===== src/rtl/ifu.sv =====
// Instruction fetch unit: owns the program counter and selects the next
// fetch address each cycle from stall, jump, branch and sequential sources.
module ifu #(
    parameter logic [31:0] RESET_PC = 32'h0000_0000,
    parameter int unsigned PC_STEP  = 4
) (
    input  logic        clk,
    input  logic        reset,
    input  logic        stall,
    input  logic        beq,
    input  logic        bneq,
    input  logic        bge,
    input  logic        ble,
    input  logic        jump,
    input  logic [31:0] immi_address,
    input  logic [31:0] immi_address_jump,
    output logic [31:0] pc
);

    logic [31:0] r_pc;
    logic [31:0] w_pc_next;
    logic        w_branch_taken;

    // Several branch flags at once still describe one taken branch.
    assign w_branch_taken = beq | bneq | bge | ble;

    // Next-PC selection: stall holds, jump beats branch, otherwise step.
    // Adds wrap modulo 2^32; misaligned targets pass through unchanged.
    always_comb begin
        w_pc_next = r_pc + 32'(PC_STEP);
        if (stall) begin
            w_pc_next = r_pc;
        end else if (jump) begin
            w_pc_next = r_pc + immi_address_jump;
        end else if (w_branch_taken) begin
            w_pc_next = r_pc + immi_address;
        end
    end

    // PC register; reset takes effect immediately, without a clock edge.
    always_ff @(posedge clk or posedge reset) begin
        if (reset) begin
            r_pc <= RESET_PC;
        end else begin
            r_pc <= w_pc_next;
        end
    end

    assign pc = r_pc;

endmodule


===== config.mk =====
export PLATFORM = sky130hd
export DESIGN_NAME = ifu
export DESIGN_NICKNAME = d
export VERILOG_FILES = /design/src/rtl/ifu.sv
export SDC_FILE = /design/constraint.sdc
export NUM_CORES = 1
export LEC_CHECK = 0
export CAP_MARGIN = 5
export CORE_ASPECT_RATIO = 0.9
export CORE_MARGIN = 5
export CORE_UTILIZATION = 50
export CTS_CLUSTER_DIAMETER = 80
export DETAILED_ROUTE_END_ITERATION = 6
export DONT_BUFFER_PORTS = 1
export REMOVE_ABC_BUFFERS = 1
export SYNTH_ARGS = -nofsm -noshare
export SYNTH_HDL_FRONTEND = slang
export SYNTH_SLANG_ARGS = --single-unit

===== constraint.sdc =====
create_clock -name clk -period 6.12 [get_ports clk]
set_clock_uncertainty 0.05 [all_clocks]
set_input_delay 0.918 -clock clk [delete_from_list [all_inputs] [get_ports clk]]
set_output_delay 0.918 -clock clk [all_outputs]
set_load 0.01 [all_outputs]

; Yosys cells after proc, flatten, opt, wreduce, memory -nomap -nowiden
; Index checks and enable logic that the tools add are counted.
[classes]
n_addsub = 3
n_mux = 2
bitwise = 3
[ops]
columns = operator, n
row1 = adder 32 bit, 2
row2 = two-way mux 32 bit, 2
row3 = "adder 32 x 3 -> 32 bit, second input constant", 1
row4 = OR 1 bit, 3
[word_totals]
reg_bits = 32
input_bits = 72
out_inout_bits = 32
wordCells = 9

; Depth between registers and ports, before layout
; Gate-level depths: netlist (run 1).
[depth]
depth_word = 5
mapped_depth = 12
depth_no_buf = 12

; Least setup slack after synthesis (run 1)
; No wires, ideal clock.
[synth_path]
path_type = input-to-reg
from = in immi_address_jump[0]
to = reg r_pc[30] (netlist: pc[30])
setup_ns = 0.126
arrival_ns = 3.529
required_ns = 5.944
slack_ns = 2.415
path_stages = 12
path_buffers = 0
path_cell_list = ha_1 > fa_1 > a21oi_1 > o211ai_1 > a21o_1 > o21ai_0 > a211oi_1 > o41ai_2 > o221ai_1 > or3_1 > a21oi_1 > nor4_1
[synth_via]
elab_chain_len = 2
[synth_rtl]
columns = item, line
row1 = start: declaration, 16  ; input logic [31:0] immi_address_jump,
row2 = adder 32 bit, 34  ; w_pc_next = r_pc + immi_address_jump;
row3 = two-way mux 32 bit, 33  ; end else if (jump) begin
row4 = end signal: assignment, 45  ; r_pc <= w_pc_next;
row5 = end: declaration, 20  ; logic [31:0] r_pc;
; Every way passes these cells.
; A chain may end at the register's enable or synchronous reset.

; Worst setup path in the final report (run 1)
; Same ends and word-level chain as after synthesis.

==> reports/metrics.yaml, run 1 <==
drt-wirelength-per-cell_um: 19.5
p_int_uw: 1480
grt_max_degree: 54
synth.avg_cell_area_um2: 7.73
ir_drop_mv: 0.284
worst_pin_slew_ns: 0.721
cp-start-kind: "input port"
gr-total-overflow: 0
drtPass1Iterations: 5
grt_pass1_vias: 4795
syn-cell-area_um2: 5250
hold-path-cell-count: 1
drt_iter0_drc: 358
synth_ff_type: "dfrtp_1"
cap_violations: 0
setup_viol: 0
row_count: 35
num_antenna_cells: 0
fp.dieArea_um2: 12700
multiInputGateArea_um2: 4280
hpwl_um: 12100
antenna_left: 0
async_reset_ff_frac: 1.00
cp-end-kind: "flop"
port_buffers: 0
worst_hold_path_type: "reg2reg"
seq_area_frac_synth: 0.152
postCtsHoldBufs: 0
area_delta_synth_final_pct: 4.88
clkPwrFrac: 0.086
p_leak_uw: 0.00239
ff2ff_setup_slack_ns: 2.11
initial_utilization: 0.512
fin_area_um2: 5510
viasPerCell: 6.40
slowest_stage: "o21ai_0"
insertion_delay_ns: 0.28
reg2reg_depth: 12
p_per_area_nw_per_um2: 555
drive_gt1_frac: 0.0537
antenna_found_initial: 0
fillCellCount: 1034
io_pins: 104
period_minus_slack_ns: 4.17
p_comb_frac: 0.717
synth_edf_count: 0
dp_cells: 792
drc: 0
gr-usage-all-layers: 0.244
r2r_start: "pc[0]"
final_nets: 807
crit_required_ns: 6.23
cts_tree: "yes"
slew_headroom: 0.513
synthDistinctLibCells: 68
grt_pass1_wl_um: 25300
slew_violations: 0
detail_route.wirelength_um: 15600
vias: 5120
power_switching_uw: 1580
path_class: "in2reg"
placed_area_um2: 5360
clk_pin_slew_ns: 0.06
hold_end: "pc[31]"
critical_path_arrival_ns: 4.28
chipWidth_um: 118
chipHeight_um: 107
fp.coreArea_um2: 10200
cts_resized: 0
synth_seq_cells: 32
power_frac_seq: 0.197
synth_warnings: 0
fmax_mhz: 240
numCtsBuffers: 5
finalNonFillerCells: 800
finalCritPeriodShare: 0.681
cts_root_buf: "clkbuf_16"
p_sw_frac: 0.517
synth_cells: 679
gp_congestion: 0.899
clk_path_buf_depth: 2
worstReg2RegEnd: "pc[30]"
cp_slowest_stage_delay_ns: 0.51
regArea_um2: 801
largest_reg_flops: 32
cts_sinks: 32
status: "finished clean"
hold_viol: 0
post_cts_buffers: 0
critPathMostFrequentCell: "a21oi_1"
htreeDepth: 2
cp_cell_sequence: "ha_1 > fa_1 > a21oi_1 > o211ai_1 > a21o_1 > o21ai_0 > a211oi_1 > o41ai_2 > o221ai_1 > or3_1 > a21oi_1 > nor4_1"
min_from: "pc[31]"
rsz0062_at_grt: "false"
path_max_fanout: 4
tns_ns: 0
==> critical path: cells and delay by family <==
kind                       cells  cell delay (ns)
AOI/OAI and AO/OA              8             2.24
adders and majority gates      2             0.65
and+or+nand+nor                2             0.46
==> power by group through the flow <==
stage | combinational (µW) | sequential, µW | clock [µW]
6_report | 2190 | 604 | 263
5_1_grt | 2460 | 633 | 280
4_1_cts | 2180 | 607 | 269
3_5_place_dp | 2170 | 611 | 0
3_3_place_gp | 2130 | 608 | 0
2_1_floorplan | 1800 | 524 | 0
==> metal layers <==
layer / GRT usage / routed length [µm]
met1: 0.335 / 7440
met2: 0.378 / 6730
met3: 0.0670 / 1090
met4: 0.0631 / 327
met5: 0 / 0
==> layout make-up <==
cell class / count / share of cell area
well taps: 129 / 0.0293
inverters: 22 / 0.0150
multi-input cells: 604 / 0.777
repair buffers: 5 / 0.00682
clock buffers: 8 / 0.0266
flip-flops and latches: 32 / 0.145
==> through the flow <==
step	worst slack, ns	total power (µW)	utilization	hold WS [ns]
6_report	1.95	3060	0.537	0.498
5_1_grt	1.70	3370	0.537	0.516
4_1_cts	1.95	3060	0.537	0.503
3_5_place_dp	1.69	2780	0.523	0.492
3_3_place_gp	1.74	2740	0.523	0.492
2_1_floorplan	2.42	2330	-	0.454
==> cells in the mapped netlist (all sizes together) (12+ instances only) <==
library cell  count  area share
clkbuf           16       0.011
nand3            27       0.026
xnor2            46       0.077
a21o             35       0.051
nor2             59       0.042
a21oi            76       0.072
and3             12       0.015
o21ai            44       0.042
inv              22       0.016
xor2             25       0.042
nand2            53       0.038
dfrtp            32        0.15
a211oi           25       0.037
ha               63        0.15
==> cell families after synthesis <==
kind of cell | synth area share
adder cells (fa/ha/maj) | 0.158
flip-flops | 0.152
AO/OA/AOI/OAI | 0.332
XOR/XNOR | 0.118
buffers and inverters | 0.0338
AND/OR/NAND/NOR | 0.195
multiplexers | 0.0105
==> how the worst max path moves through the flow <==
stage                                     from      to  slack, ns  cells past startpoint
after CTS                 immi_address_jump[0]  pc[30]       1.95                     12
after global placement    immi_address_jump[0]  pc[30]       1.74                     12
final                     immi_address_jump[0]  pc[30]       1.95                     12
after floorplan           immi_address_jump[0]  pc[30]       2.42                     12
after global routing      immi_address_jump[0]  pc[30]       1.70                     12
after detailed placement  immi_address_jump[0]  pc[30]       1.69                     12
==> cells in the final DEF (no fill, tap or decap), types with 10 or more instances in the layout <==
| master | n |
|---|---|
| nand3_1 | 27 |
| a21oi_1 | 76 |
| xnor2_1 | 46 |
| nor3_1 | 10 |
| nand2_1 | 53 |
| inv_1 | 22 |
| xor2_1 | 25 |
| a21o_1 | 33 |
| ha_1 | 63 |
| o21ai_0 | 41 |
| a211oi_1 | 24 |
| dfrtp_1 | 32 |
| nor2_1 | 59 |
| and3_1 | 10 |
(Power assumes the default switching activity.)
==> run 2: changes to the inputs <==
Settings changed: PLACE_DENSITY set to 0.68.
Clock period 6.12 ns to 3.4 ns, I/O delays scaled along.
==> reports/metrics.yaml, run 2 (synthesis gave the netlist of run 1 again) <==
ir_drop_mv: 0.472  # was 0.284 mV
drive_gt1_frac: 0.114  # was 0.0537
finalCritPeriodShare: 0.975
postCtsHoldBufs: 0  # unchanged
viasPerCell: 6.45  # was 6.40
detail_route.wirelength_um: 16200  # was 15600 µm
multiInputGateArea_um2: 4300  # was 4280 µm²
worst_slack_ns: 0.0864  # was 1.95 ns
period_minus_slack_ns: 3.31
gp_congestion: 0.892  # was 0.899
rsz0062_at_grt: "true"  # was false
row_count: 35  # unchanged
critical_path_arrival_ns: 3.42  # was 4.28 ns
worst_pin_slew_ns: 0.778  # was 0.721 ns
placed_area_um2: 5650  # was 5360 µm²
whs_ns: 0.214  # was 0.498 ns
hpwl_um: 12800  # was 12100 µm
clk_pin_slew_ns: 0.05  # was 0.06 ns
htreeDepth: 2  # unchanged
cap_violations: 0  # unchanged
gr-total-overflow: 0  # unchanged
fp.coreArea_um2: 10200  # unchanged
vias: 5402  # was 5120
area_delta_synth_final_pct: 10.7  # was 4.88%
path_class: "reg2reg"  # was in2reg
initial_utilization: 0.512  # unchanged
worstReg2RegEnd: "pc[29]"  # was pc[30]
largest_reg_flops: 32  # unchanged
numCtsBuffers: 5  # unchanged
reg2reg_depth: 11  # was 12
finalPower_uw: 5830  # was 3060 µW
antenna_found_initial: 0  # unchanged
clk_path_buf_depth: 2  # unchanged
r2r_start: "pc[2]"  # was pc[0]
crit_required_ns: 3.51  # was 6.23 ns
tns_ns: 0  # unchanged
slew_violations: 0  # unchanged
grt_pass1_wl_um: 26300  # was 25300 µm
setup_viol: 0  # unchanged
fin_area_um2: 5810  # was 5510 µm²
hold_viol: 0  # unchanged
mostFrequentLayoutCells: "74 x a21oi_1, 63 x ha_1, 59 x nor2_1"  # was 76 x a21oi_1, 63 x ha_1, 59 x nor2_1
final_nets: 847  # was 807
drtPass1Iterations: 5  # unchanged
grt_pass1_vias: 5232  # was 4795
chipHeight_um: 107  # unchanged
cp-start-kind: "flop"  # was input port
fp.dieArea_um2: 12700  # unchanged
drc: 0  # unchanged
fmax_mhz: 302
gr-usage-all-layers: 0.249  # was 0.244
cts_tree: "yes"  # unchanged
num_antenna_cells: 0  # unchanged
cp-end-kind: "flop"  # unchanged
port_buffers: 0  # unchanged
worst_hold_path_type: "in2async"  # was reg2reg
chipWidth_um: 118  # unchanged
drt-wirelength-per-cell_um: 19.4  # was 19.5 µm
cts_sinks: 32  # unchanged
layout_commonest_cell: "a21oi_1"  # unchanged
place_ws_ns: -0.0534  # was 1.69 ns
ff2ff_setup_slack_ns: 0.09  # was 2.11 ns
insertion_delay_ns: 0.28  # about the same
io_pins: 104  # unchanged
grt_max_degree: 54  # unchanged
p_per_area_nw_per_um2: 1000  # was 555 nW/µm²
status: "finished clean"  # unchanged
path_max_fanout: 5  # was 4
fillCellCount: 999  # was 1034
slew_headroom: 0.481  # was 0.513
antenna_left: 0  # unchanged
p_leak_uw: 0.00259  # was 0.00239 µW
drt_iter0_drc: 404  # was 358
cts_root_buf: "clkbuf_16"  # unchanged
regArea_um2: 801  # unchanged
==> run 2: critical path, stage by stage (launching register included) <==
cell	delay [ns]
dfrtp_1	0.44
ha_1	0.40
o211ai_1	0.15
o211ai_1	0.26
nand4_1	0.20
o2111ai_1	0.34
nand4_1	0.21
a31oi_1	0.30
o21ai_0	0.14
and3_1	0.20
o31a_1	0.27
a221o_1	0.25
==> run 2: report_power, final <==
part	internal, µW	total (µW)	switching [µW]
registers	566	871	305
clock network	259	429	170
logic	2060	4530	2470
==> run 2: worst max-delay path by stage <==
stage               slack, ns            startpoint  cells past startpoint     end
global placement         0.04  immi_address_jump[0]                     14  pc[30]
global route            -0.08                 pc[2]                     11  pc[29]
floorplan                0.10  immi_address_jump[0]                     12  pc[30]
detailed placement      -0.05  immi_address_jump[0]                     14  pc[30]
CTS                      0.03                 pc[0]                     13  pc[24]
finish                   0.09                 pc[2]                     11  pc[29]
==> run 2: final cells by class <==
cell class	instances	area share
Inverter	22	0.0142
Multi-Input combinational cell	604	0.741
Timing Repair Buffer	45	0.0581
Clock buffer	5	0.0215
Sequential cell	32	0.138
Tap cell	129	0.0278
==> run 2: layer usage <==
layer  part of all wire  vias up  global-route usage
li1                   -     2623                   -
met1               0.45     2562               0.325
met2               0.47      195               0.424
met3              0.067       22              0.0527
met4              0.016        0              0.0541
met5                  0        -                   0
==> run 2: timing repair <==
| action | 4_1_cts | 5_1_grt |
|---|---|---|
| setup buffers | 0 | 1 |
| endpoints found under the setup margin | 0 | 11 |
| resized for setup | 0 | 10 |
==> run 2: metrics by stage <==
step / util / std cells
after floorplan: - / 658
after global placement: 0.552 / 831
after detailed placement: 0.552 / 831
after CTS: 0.564 / 836
after global routing: 0.567 / 837
final: 0.567 / 837
